===== config.mk =====
export PLATFORM = sky130hd
export DESIGN_NAME = vlsu_sequencer_flat
export DESIGN_NICKNAME = d
export VERILOG_FILES = /design/src/rtl/vlsu_sequencer_if.sv /design/src/rtl/vlsu_sequencer.sv /design/src/flat_wrapper.sv
export SDC_FILE = /design/constraint.sdc
export NUM_CORES = 2
export LEC_CHECK = 0
export BUFFER_PORTS_ARGS = -buffer_cell sky130_fd_sc_hd__buf_4
export CAP_MARGIN = 20
export CORE_AREA = 2 2 373 375
export CTS_BUF_LIST = sky130_fd_sc_hd__clkbuf_4
export CTS_CLUSTER_SIZE = 24
export DETAILED_ROUTE_END_ITERATION = 6
export DIE_AREA = 0 0 375 377
export PLACE_DENSITY = 0.52
export SLEW_MARGIN = 0
export SYNTH_ARGS = -nofsm -noshare
export SYNTH_HDL_FRONTEND = slang
export SYNTH_SLANG_ARGS = --single-unit

===== constraint.sdc =====
create_clock -name clk -period 5.6 [get_ports clk]
set_clock_uncertainty 0.15 [all_clocks]
set_input_delay 1.12 -clock clk [delete_from_list [all_inputs] [get_ports clk]]
set_output_delay 1.12 -clock clk [all_outputs]
set_load 0.005 [all_outputs]

===== src/rtl/vlsu_sequencer_if.sv =====
// Data-memory port used by the vector load/store sequencer: one 32-bit access
// per request, req (enables) / gnt / rvalid handshake.
interface vlsu_sequencer_if #(
   parameter int ADDR_W = 32,
   parameter int ELEN   = 32
);
   logic [3:0]        mem_ren;
   logic [3:0]        mem_wen;
   logic [ADDR_W-1:0] mem_addr;
   logic [ELEN-1:0]   mem_wdata;
   logic              mem_gnt;
   logic              mem_rvalid;
   logic [ELEN-1:0]   mem_rdata;

   modport master (
      output mem_ren, mem_wen, mem_addr, mem_wdata,
      input  mem_gnt, mem_rvalid, mem_rdata
   );

   modport slave (
      input  mem_ren, mem_wen, mem_addr, mem_wdata,
      output mem_gnt, mem_rvalid, mem_rdata
   );
endinterface


===== src/rtl/vlsu_sequencer.sv =====
// Element-by-element executor for RVV unit-stride, strided and indexed loads/stores:
// one memory access per active element, load results assembled for write-back.
module vlsu_sequencer #(
   parameter int ELEN   = 32,
   parameter int VLMAX  = 8,
   parameter int ADDR_W = 32
) (
   input  logic                    clk,
   input  logic                    rst,
   input  logic                    start,
   input  logic                    is_store,
   input  logic [1:0]              mode,
   input  logic [ADDR_W-1:0]       base_addr,
   input  logic [ADDR_W-1:0]       stride,
   input  logic [3:0]              vl,
   input  logic [VLMAX*ELEN-1:0]   vs3_data,
   input  logic [VLMAX*ELEN-1:0]   vidx_data,
   vlsu_sequencer_if.master        mem,
   output logic [VLMAX*ELEN-1:0]   vd_data,
   output logic [VLMAX-1:0]        vd_mask,
   output logic                    vd_we,
   output logic                    busy,
   output logic                    done,
   output logic                    err
);

   localparam int IDX_W = (VLMAX > 1) ? $clog2(VLMAX) : 1;

   typedef enum logic [1:0] {IDLE, REQ, WAIT, FIN} state_e;

   state_e                          state_q, state_d;
   logic                            isStore_q, isStore_d;
   logic                            err_q, err_d;
   logic [1:0]                      mode_q, mode_d;
   logic [ADDR_W-1:0]               base_q, base_d;
   logic [ADDR_W-1:0]               stride_q, stride_d;
   logic [ADDR_W-1:0]               addr_q, addr_d;
   logic [3:0]                      effVl_q, effVl_d;
   logic [IDX_W-1:0]                idx_q, idx_d;
   logic [VLMAX-1:0][ELEN-1:0]      vs3_q, vs3_d;
   logic [VLMAX-1:0][ELEN-1:0]      vidx_q, vidx_d;
   logic [VLMAX-1:0][ELEN-1:0]      vdData_q, vdData_d;
   logic [VLMAX-1:0]                vdMask_q, vdMask_d;

   logic [3:0]                      effVlIn;
   logic [IDX_W-1:0]                nextIdx;
   logic [ADDR_W-1:0]               nextAddr;
   logic                            lastElem;
   logic                            reqActive;

   assign effVlIn  = (vl > 4'(VLMAX)) ? 4'(VLMAX) : vl;
   assign nextIdx  = idx_q + IDX_W'(1);
   assign lastElem = (4'(idx_q) == (effVl_q - 4'd1));

   // addr_q always holds the address of the current element; this is the
   // address of the following one (strided uses a running accumulator)
   always_comb begin
      nextAddr = base_q + ADDR_W'(vidx_q[nextIdx]);
      case (mode_q)
         2'b00:   nextAddr = addr_q + ADDR_W'(4);
         2'b01:   nextAddr = addr_q + stride_q;
         default: nextAddr = base_q + ADDR_W'(vidx_q[nextIdx]);
      endcase
   end

   always_ff @(posedge clk) begin
      if (rst) begin
         state_q   <= IDLE;
         isStore_q <= 1'b0;
         err_q     <= 1'b0;
         mode_q    <= 2'b00;
         base_q    <= '0;
         stride_q  <= '0;
         addr_q    <= '0;
         effVl_q   <= '0;
         idx_q     <= '0;
         vs3_q     <= '0;
         vidx_q    <= '0;
         vdData_q  <= '0;
         vdMask_q  <= '0;
      end else begin
         state_q   <= state_d;
         isStore_q <= isStore_d;
         err_q     <= err_d;
         mode_q    <= mode_d;
         base_q    <= base_d;
         stride_q  <= stride_d;
         addr_q    <= addr_d;
         effVl_q   <= effVl_d;
         idx_q     <= idx_d;
         vs3_q     <= vs3_d;
         vidx_q    <= vidx_d;
         vdData_q  <= vdData_d;
         vdMask_q  <= vdMask_d;
      end
   end

   always_comb begin
      state_d   = state_q;
      isStore_d = isStore_q;
      err_d     = err_q;
      mode_d    = mode_q;
      base_d    = base_q;
      stride_d  = stride_q;
      addr_d    = addr_q;
      effVl_d   = effVl_q;
      idx_d     = idx_q;
      vs3_d     = vs3_q;
      vidx_d    = vidx_q;
      vdData_d  = vdData_q;
      vdMask_d  = vdMask_q;

      case (state_q)
         IDLE: begin
            if (start) begin
               isStore_d = is_store;
               mode_d    = mode;
               base_d    = base_addr;
               stride_d  = stride;
               vs3_d     = vs3_data;
               vidx_d    = vidx_data;
               effVl_d   = effVlIn;
               idx_d     = '0;
               err_d     = (mode == 2'b11);
               addr_d    = (mode == 2'b10) ? (base_addr + ADDR_W'(vidx_data[ELEN-1:0])) : base_addr;
               if (!is_store) begin
                  vdMask_d = '0;
               end
               state_d = ((mode == 2'b11) || (effVlIn == 4'd0)) ? FIN : REQ;
            end
         end
         REQ: begin
            if (mem.mem_gnt) begin
               if (!isStore_q) begin
                  state_d = WAIT;
               end else if (lastElem) begin
                  state_d = FIN;
               end else begin
                  idx_d  = nextIdx;
                  addr_d = nextAddr;
               end
            end
         end
         WAIT: begin
            if (mem.mem_rvalid) begin
               vdData_d[idx_q] = mem.mem_rdata;
               vdMask_d[idx_q] = 1'b1;
               if (lastElem) begin
                  state_d = FIN;
               end else begin
                  idx_d   = nextIdx;
                  addr_d  = nextAddr;
                  state_d = REQ;
               end
            end
         end
         FIN: begin
            state_d = IDLE;
         end
         default: begin
            state_d = IDLE;
         end
      endcase
   end

   // Request lines are only non-zero in REQ, so everything idles at zero
   assign reqActive     = (state_q == REQ);
   assign mem.mem_ren   = (reqActive && !isStore_q) ? 4'hF : 4'h0;
   assign mem.mem_wen   = (reqActive &&  isStore_q) ? 4'hF : 4'h0;
   assign mem.mem_addr  = reqActive ? addr_q : '0;
   assign mem.mem_wdata = (reqActive && isStore_q) ? vs3_q[idx_q] : '0;

   assign busy    = (state_q != IDLE);
   assign done    = (state_q == FIN);
   assign err     = (state_q == FIN) && err_q;
   assign vd_we   = (state_q == FIN) && !isStore_q && !err_q && (effVl_q != 4'd0);
   assign vd_data = vdData_q;
   assign vd_mask = vdMask_q;

endmodule

===== src/flat_wrapper.sv =====
// flat-port wrapper written by rule: the top's interface ports become plain ports
module vlsu_sequencer_flat 
#(
   parameter int ELEN   = 32,
   parameter int VLMAX  = 8,
   parameter int ADDR_W = 32
)
  (clk, rst, start, is_store, mode, base_addr, stride, vl, vs3_data, vidx_data, vd_data, vd_mask, vd_we, busy, done, err, mem_mem_ren, mem_mem_wen, mem_mem_addr, mem_mem_wdata, mem_mem_gnt, mem_mem_rvalid, mem_mem_rdata);
  vlsu_sequencer_if #(.ADDR_W(ADDR_W), .ELEN(ELEN)) mem_i ();
  input  logic clk;
  input  logic rst;
  input  logic start;
  input  logic is_store;
  input  logic [1:0] mode;
  input  logic [ADDR_W-1:0] base_addr;
  input  logic [ADDR_W-1:0] stride;
  input  logic [3:0] vl;
  input  logic [VLMAX*ELEN-1:0] vs3_data;
  input  logic [VLMAX*ELEN-1:0] vidx_data;
  output logic [VLMAX*ELEN-1:0] vd_data;
  output logic [VLMAX-1:0] vd_mask;
  output logic vd_we;
  output logic busy;
  output logic done;
  output logic err;
  output wire logic [$bits(mem_i.mem_ren)-1:0] mem_mem_ren;
  output wire logic [$bits(mem_i.mem_wen)-1:0] mem_mem_wen;
  output wire logic [$bits(mem_i.mem_addr)-1:0] mem_mem_addr;
  output wire logic [$bits(mem_i.mem_wdata)-1:0] mem_mem_wdata;
  input wire logic [$bits(mem_i.mem_gnt)-1:0] mem_mem_gnt;
  input wire logic [$bits(mem_i.mem_rvalid)-1:0] mem_mem_rvalid;
  input wire logic [$bits(mem_i.mem_rdata)-1:0] mem_mem_rdata;
  assign mem_mem_ren = mem_i.mem_ren;
  assign mem_mem_wen = mem_i.mem_wen;
  assign mem_mem_addr = mem_i.mem_addr;
  assign mem_mem_wdata = mem_i.mem_wdata;
  assign mem_i.mem_gnt = mem_mem_gnt;
  assign mem_i.mem_rvalid = mem_mem_rvalid;
  assign mem_i.mem_rdata = mem_mem_rdata;
  vlsu_sequencer #(.ELEN(ELEN), .VLMAX(VLMAX), .ADDR_W(ADDR_W)) u_core (.clk(clk), .rst(rst), .start(start), .is_store(is_store), .mode(mode), .base_addr(base_addr), .stride(stride), .vl(vl), .vs3_data(vs3_data), .vidx_data(vidx_data), .mem(mem_i), .vd_data(vd_data), .vd_mask(vd_mask), .vd_we(vd_we), .busy(busy), .done(done), .err(err));
endmodule

Word level (Yosys, flattened, before mapping)

Index checks and enable logic that the tools add are counted.

Register bits after elaboration: 885
Output and inout bits: 340

Add/sub/neg operators: 6
Order comparisons: 4
Equal/unequal tests: 13
Mux-type cells: 40
Bitwise gates (word level): 1
Reduce and logical (&&, ||, !) cells: 22

Operator list:

| kind                                                                   | number |
|---|---|
| 32-bit two-way mux                                                     | 11 |
| 256-bit bitwise mux                                                    | 1 |
| 32-bit binary-select mux with 3-bit select                             | 2 |
| 32-bit adder                                                           | 3 |
| 32-bit demux with 3-bit select                                         | 1 |
| 32-bit case mux with 3 select lines                                    | 1 |
| 32-bit case mux with 2 select lines                                    | 1 |
| 32-bit by 3-bit adder with 32-bit output (second input constant)       | 1 |
| 8-bit two-way mux                                                      | 3 |
| 8-bit case mux with 2 select lines                                     | 1 |
| 3-bit two-way mux                                                      | 5 |
| 2-bit two-way mux                                                      | 7 |
| 4-bit two-way mux                                                      | 3 |
| 3-bit case mux with 3 select lines                                     | 1 |
| 2-bit equality test (second input constant)                            | 4 |
| 3-bit by 4-bit < comparator with 1-bit output (second input constant)  | 2 |
| 2-bit != test (second input constant)                                  | 4 |
| 8-bit bitwise OR                                                       | 1 |
| 2-bit case mux with 4 select lines                                     | 1 |
| 4-bit AND reduction                                                    | 2 |
| 1-bit logical AND                                                      | 7 |
| 5-bit AND reduction                                                    | 1 |
| 2-bit by 1-bit equality test with 1-bit output (second input constant) | 2 |
| 3-bit by 4-bit equality test with 1-bit output                         | 1 |
| other kinds (16)                                                       | 20 |

Longest topological paths before layout

Depth in word-level cells: 9
Depth in mapped cells: 17

Worst setup path after synthesis

Ideal clock, no wire load.

Kind: register to register
Start: reg u_core.idx_q[0]
End: reg u_core.addr_q[22]
Arrival: 4.599 ns
Period minus slack after synthesis: 4.836 ns
Cell stages (with the launch flop): 18
Data required time: 5.363 ns
Library setup time: 0.087 ns
Buffers on the path: 2
Path slack: 0.764 ns
Path through: dfxtp_1 > ha_1 > buf_2 > buf_1 > mux4_2 > mux2_2 > ha_1 > fa_1 > a21o_1 > a21oi_1 > o21ai_1 > nand3_1 > nand3_1 > o21ai_0 > o21ai_0 > xnor2_1 > and2_1 > o31ai_1

Word-level cells in the longest chain between the ends: 9
Elaborated cells on any way between the ends: 11

Ends and longest elaborated chain:

| what                                       | RTL line                                     | RTL |
|---|---|---|
| from (decl)                                | vlsu_sequencer.sv:39                         | `logic [IDX_W-1:0] idx_q, idx_d;` |
| from (signal assigned)                     | vlsu_sequencer.sv:90                         | `idx_q <= idx_d;` |
| 3-bit by 1-bit adder with 3-bit output     | vlsu_sequencer.sv:52                         | `assign nextIdx = idx_q + IDX_W'(1);` |
| 32-bit binary-select mux with 3-bit select | n/a                                          |  |
| 32-bit two-way mux                         | n/a                                          |  |
| 32-bit adder                               | n/a                                          |  |
| 32-bit case mux with 2 select lines        | vlsu_sequencer.sv:59                         | `case (mode_q)` |
| 32-bit two-way mux *                       | vlsu_sequencer.sv:136, vlsu_sequencer.sv:148 |  |
| 32-bit two-way mux                         | vlsu_sequencer.sv:134                        | `if (!isStore_q) begin` |
| 32-bit two-way mux                         | vlsu_sequencer.sv:133                        | `if (mem.mem_gnt) begin` |
| 32-bit case mux with 3 select lines *      | vlsu_sequencer.sv:113                        | `case (state_q)` |
| to (signal assigned)                       | vlsu_sequencer.sv:88                         | `addr_q <= addr_d;` |
| to (decl)                                  | vlsu_sequencer.sv:37                         | `logic [ADDR_W-1:0] addr_q, addr_d;` |

Every way passes the cells marked *; elsewhere a longest branch is shown, timed or not. The select of a mux whose other input is x is not followed.
A chain may end at the register's enable or synchronous reset.

Worst setup path after layout

Start: reg u_core.idx_q[1]
End: out mem_mem_wdata[8]

Word-level cells in the longest chain between the ends: 3

Ends and longest elaborated chain:

| what                                       | RTL line              | RTL |
|---|---|---|
| 32-bit binary-select mux with 3-bit select | vlsu_sequencer.sv:171 | `assign mem.mem_wdata = (reqActive && isStore_q) ? vs3_q[idx_q] : '0;` |
| 32-bit two-way mux (implied by the code)   | vlsu_sequencer.sv:171 |  |
| 32-bit two-way mux                         | vlsu_sequencer.sv:171 |  |
| to (decl)                                  | flat_wrapper.sv:29    | `output wire logic [$bits(mem_i.mem_wdata)-1:0] mem_mem_wdata;` |

Every way passes these cells. The select of a mux whose other input is x is not followed.

==> impl_metrics.tcl <==
set metrics [dict create \
    status "finished, final reports clean" \
    crit_path_start_kind "flop" \
    fp-row-count 136 \
    post_synth.cell_area_avg_um2 7.77 \
    detail_route.wl_per_cell_um 22.6 \
    ys_ff_latch 885 \
    die_x_um 375 \
    hold_class "input port to flop" \
    slew_headroom_pct 28.3 \
    drive_gt1_share_pct 23.4 \
    max-clock-path-buffers 4 \
    top_level_ports 960 \
    reg2reg_from "u_core.idx_q[1]" \
    clkLatencyLatePin_ns 1.20 \
    synth-edff-count 0 \
    timing.final.hold_violations 0 \
    io_buffers 959 \
    rr_worst_depth 15 \
    most-common-layout-cells "1,797 x nand2_1, 1,021 x buf_4, 976 x a21oi_1" \
    synth_cells 5236 \
    gr-total-overflow 0 \
    synth.lib_cells_used.distinct 83 \
    timing.final.max_slew_violations 0 \
    fin_setup_tns_ns 0 \
    drt_pass1_iterations 5 \
    dieArea_mm2 0.141 \
    postSynth.topFlopCell "dfxtp_1" \
    largest_net_degree_at_the_start_of_global_routing 183 \
    place.detailed.hpwl_um 142000 \
    timing.critical_path.from "u_core.idx_q[1]" \
    postSynthNetCount 5960 \
    timing.critical_path.arrival_ns 3.99 \
    finish.cell_count_without_fillers 8708 \
    placed_cells_incl_taps 7642 \
    max_freq_ghz 0.190 \
    cts_htree_levels 5 \
    postRouteAntennaNets 0 \
    preCtsSetupSlack_ns 0.646 \
    mostFrequentLayoutCell "nand2_1" \
    area_overhead_of_the_layout_relative_to_synthesis_pct 43.6 \
    die_y_um 377 \
    worst_ir_drop_vdd_v 0.000212 \
    timing.critical_path.to "mem_mem_wdata[8]" \
    setup_repair_after_global_routing_missed_its_margin "no" \
    post_dr_vias_cell 5.10 \
    cts_sinks 885 \
    post_synth_instance_area_mm2 0.0407 \
    dr.first_iter.drc_count 3342 \
    drc 0 \
    number_of_max_cap_violations 0 \
    layout_worst_path_cycle_share_pct 93.9 \
    via_count 44400 \
    antenna_found_initial 61 \
    worstMarginPinSlew_ns 1.08 \
    power_per_cell_area_mw_per_mm2 373 \
    post_route_setup_slack_ns 0.342 \
    synth-warning-count 0 \
    cts-buffers-inserted 276 \
    clkSlewWorstSetupHoldPaths_ns 0.06 \
    finalWeightedCongestion 0.913 \
    first_global_vias 43300 \
    async_flop_share_pct 0 \
    worstPathMaxFanout 29 \
    core_area_mm2 0.137 \
    critical_register_to_register_path_endpoint "u_core.addr_q[20]" \
    cts_tree "yes" \
    initial_utilization_pct 29.7 \
    post-route-util_pct 42.6 \
    timing_worst_setup_path_type "flop to output port" \
    final_net_count 7418 \
    p_leak_nw 23.6 \
    grt_first_pass_wirelength_um 282000 \
    grt_use_total_pct 26.6 \
    proportion_of_synthesized_chip_area_in_sequential_cells_pct 43.6 \
    timing.critical_path.required_ns 4.33 \
    clock-root-buffer "clkbuf_4" \
    drt_wl_total_um 196000 \
    setup_viol 0 \
    postCtsSetupBuffers 0 \
    worstSetupEndpointType "output port" \
    r2r_slack_ns 0.64 \
    period_needed_ns 5.26 \
]
[cell usage after synthesis, types with 8 or more instances]
master | n | share of area (%)
a211oi_1 | 28 | 0.52
a21o_1 | 39 | 0.72
a21oi_1 | 976 | 12
a221oi_1 | 42 | 0.90
a22o_1 | 35 | 0.75
a22oi_1 | 69 | 1.3
a31oi_1 | 44 | 0.68
and2_1 | 39 | 0.60
and3_1 | 21 | 0.32
buf_1 | 12 | 0.11
buf_2 | 16 | 0.20
buf_4 | 8 | 0.15
clkbuf_1 | 363 | 3.4
clkbuf_2 | 27 | 0.33
dfxtp_1 | 885 | 44
ha_1 | 101 | 3.1
inv_1 | 39 | 0.36
mux2_2 | 32 | 0.89
mux2i_1 | 12 | 0.30
mux4_2 | 64 | 3.5
nand2_1 | 1799 | 17
nand2b_1 | 10 | 0.15
nand3_1 | 41 | 0.50
nand4_1 | 23 | 0.35
nor2_1 | 111 | 1.0
nor2b_1 | 15 | 0.23
nor3_1 | 19 | 0.23
nor3b_1 | 9 | 0.17
o211ai_1 | 16 | 0.30
o21a_1 | 16 | 0.30
o21ai_0 | 82 | 1.0
o21ai_1 | 11 | 0.14
o21bai_1 | 14 | 0.26
or3_1 | 9 | 0.14
xnor2_1 | 68 | 1.5
xor2_1 | 36 | 0.78
[where the power goes]
part	switching, W	internal [W]	leakage (nW)
Clock	0.00299	0.00333	1.97
Combinational	0.00456	0.00284	14.4
Sequential	0.000816	0.00724	7.22
Total	0.00836	0.0134	23.6
[cell families (layout without fill, tap and decap cells)]
logic type      count (synthesis)  after routing  synth area share, %
mux                           108            108                 4.73
xor+xnor                      104            104                 2.24
fa+ha+maj                     104            104                 3.26
buf+inv                       465           2100                 4.50
other cells                     0             43                    0
simple gates                 2125           2125                 21.0
compound gates               1445           1445                 20.7
flops                         885            885                 43.6
[worst min-delay path by stage]
| stage | from | cells after the start | slack [ns] | endpoint |
|---|---|---|---|---|
| after global routing | vidx_data[69] | 3 | -0.01 | u_core.vidx_q[69] |
| after floorplan | u_core.vidx_q[0] | 2 | 0.28 | u_core.vidx_q[0] |
| after global placement | u_core.vidx_q[19] | 2 | 0.29 | u_core.vidx_q[19] |
| after detailed placement | u_core.vs3_q[53] | 2 | 0.30 | u_core.vs3_q[53] |
| after CTS | vidx_data[69] | 3 | 0.00007 | u_core.vidx_q[69] |
| final | vidx_data[53] | 3 | 0.11 | u_core.vidx_q[53] |
[area by class of cell]
type	instances	area, um2
repair buffers	1606	13700
diodes	43	108
clock inverters	57	274
inverters	39	146
flip-flops and latches	885	17700
fillers	14100	78600
multi-input cells	3886	21200
well taps	1794	2240
clock buffers	398	2990
[metal layers]
layer / wire length (um) / track usage, % / up-vias
met5: 104 / 0 / -
met4: 10100 / 13.5 / 18
met3: 12600 / 5.84 / 512
met2: 94100 / 44.6 / 1719
met1: 79600 / 31.8 / 21300
li1: - / - / 20900
[registers in the layout, summed over array words and instances, names as in the netlist, 2 cells and up]
signal	cells
u_core.effVl_q	4
u_core.mode_q	2
u_core.vidx_q	256
u_core.vd_mask	8
u_core.idx_q	3
u_core.state_q	2
u_core.vd_data	256
u_core.base_q	32
u_core.vs3_q	256
u_core.addr_q	32
u_core.stride_q	32
[through the flow]
step	hold slack (ns)	total power, W	instance area (um2)
floorplan	0.283	0.0123	40700
global placement	0.292	0.0151	49300
detailed placement	0.296	0.0152	49300
CTS	0.0000723	0.0219	58300
global route	-0.0133	0.0230	58400
finish	0.112	0.0218	58400
[critical path, stage by stage (launching register included)]
cell and delay, ns:
dfxtp_1 0.60, nor3b_2 0.80, buf_4 0.58, a221oi_1 0.21, a31oi_1 0.36, buf_4 0.18
[what timing repair did]
action,4_1_cts,5_1_grt
hold buffers,568,0
endpoints found under the hold margin,677,0
gates resized for setup,0,0
Power figures use the tool's default switching activity.
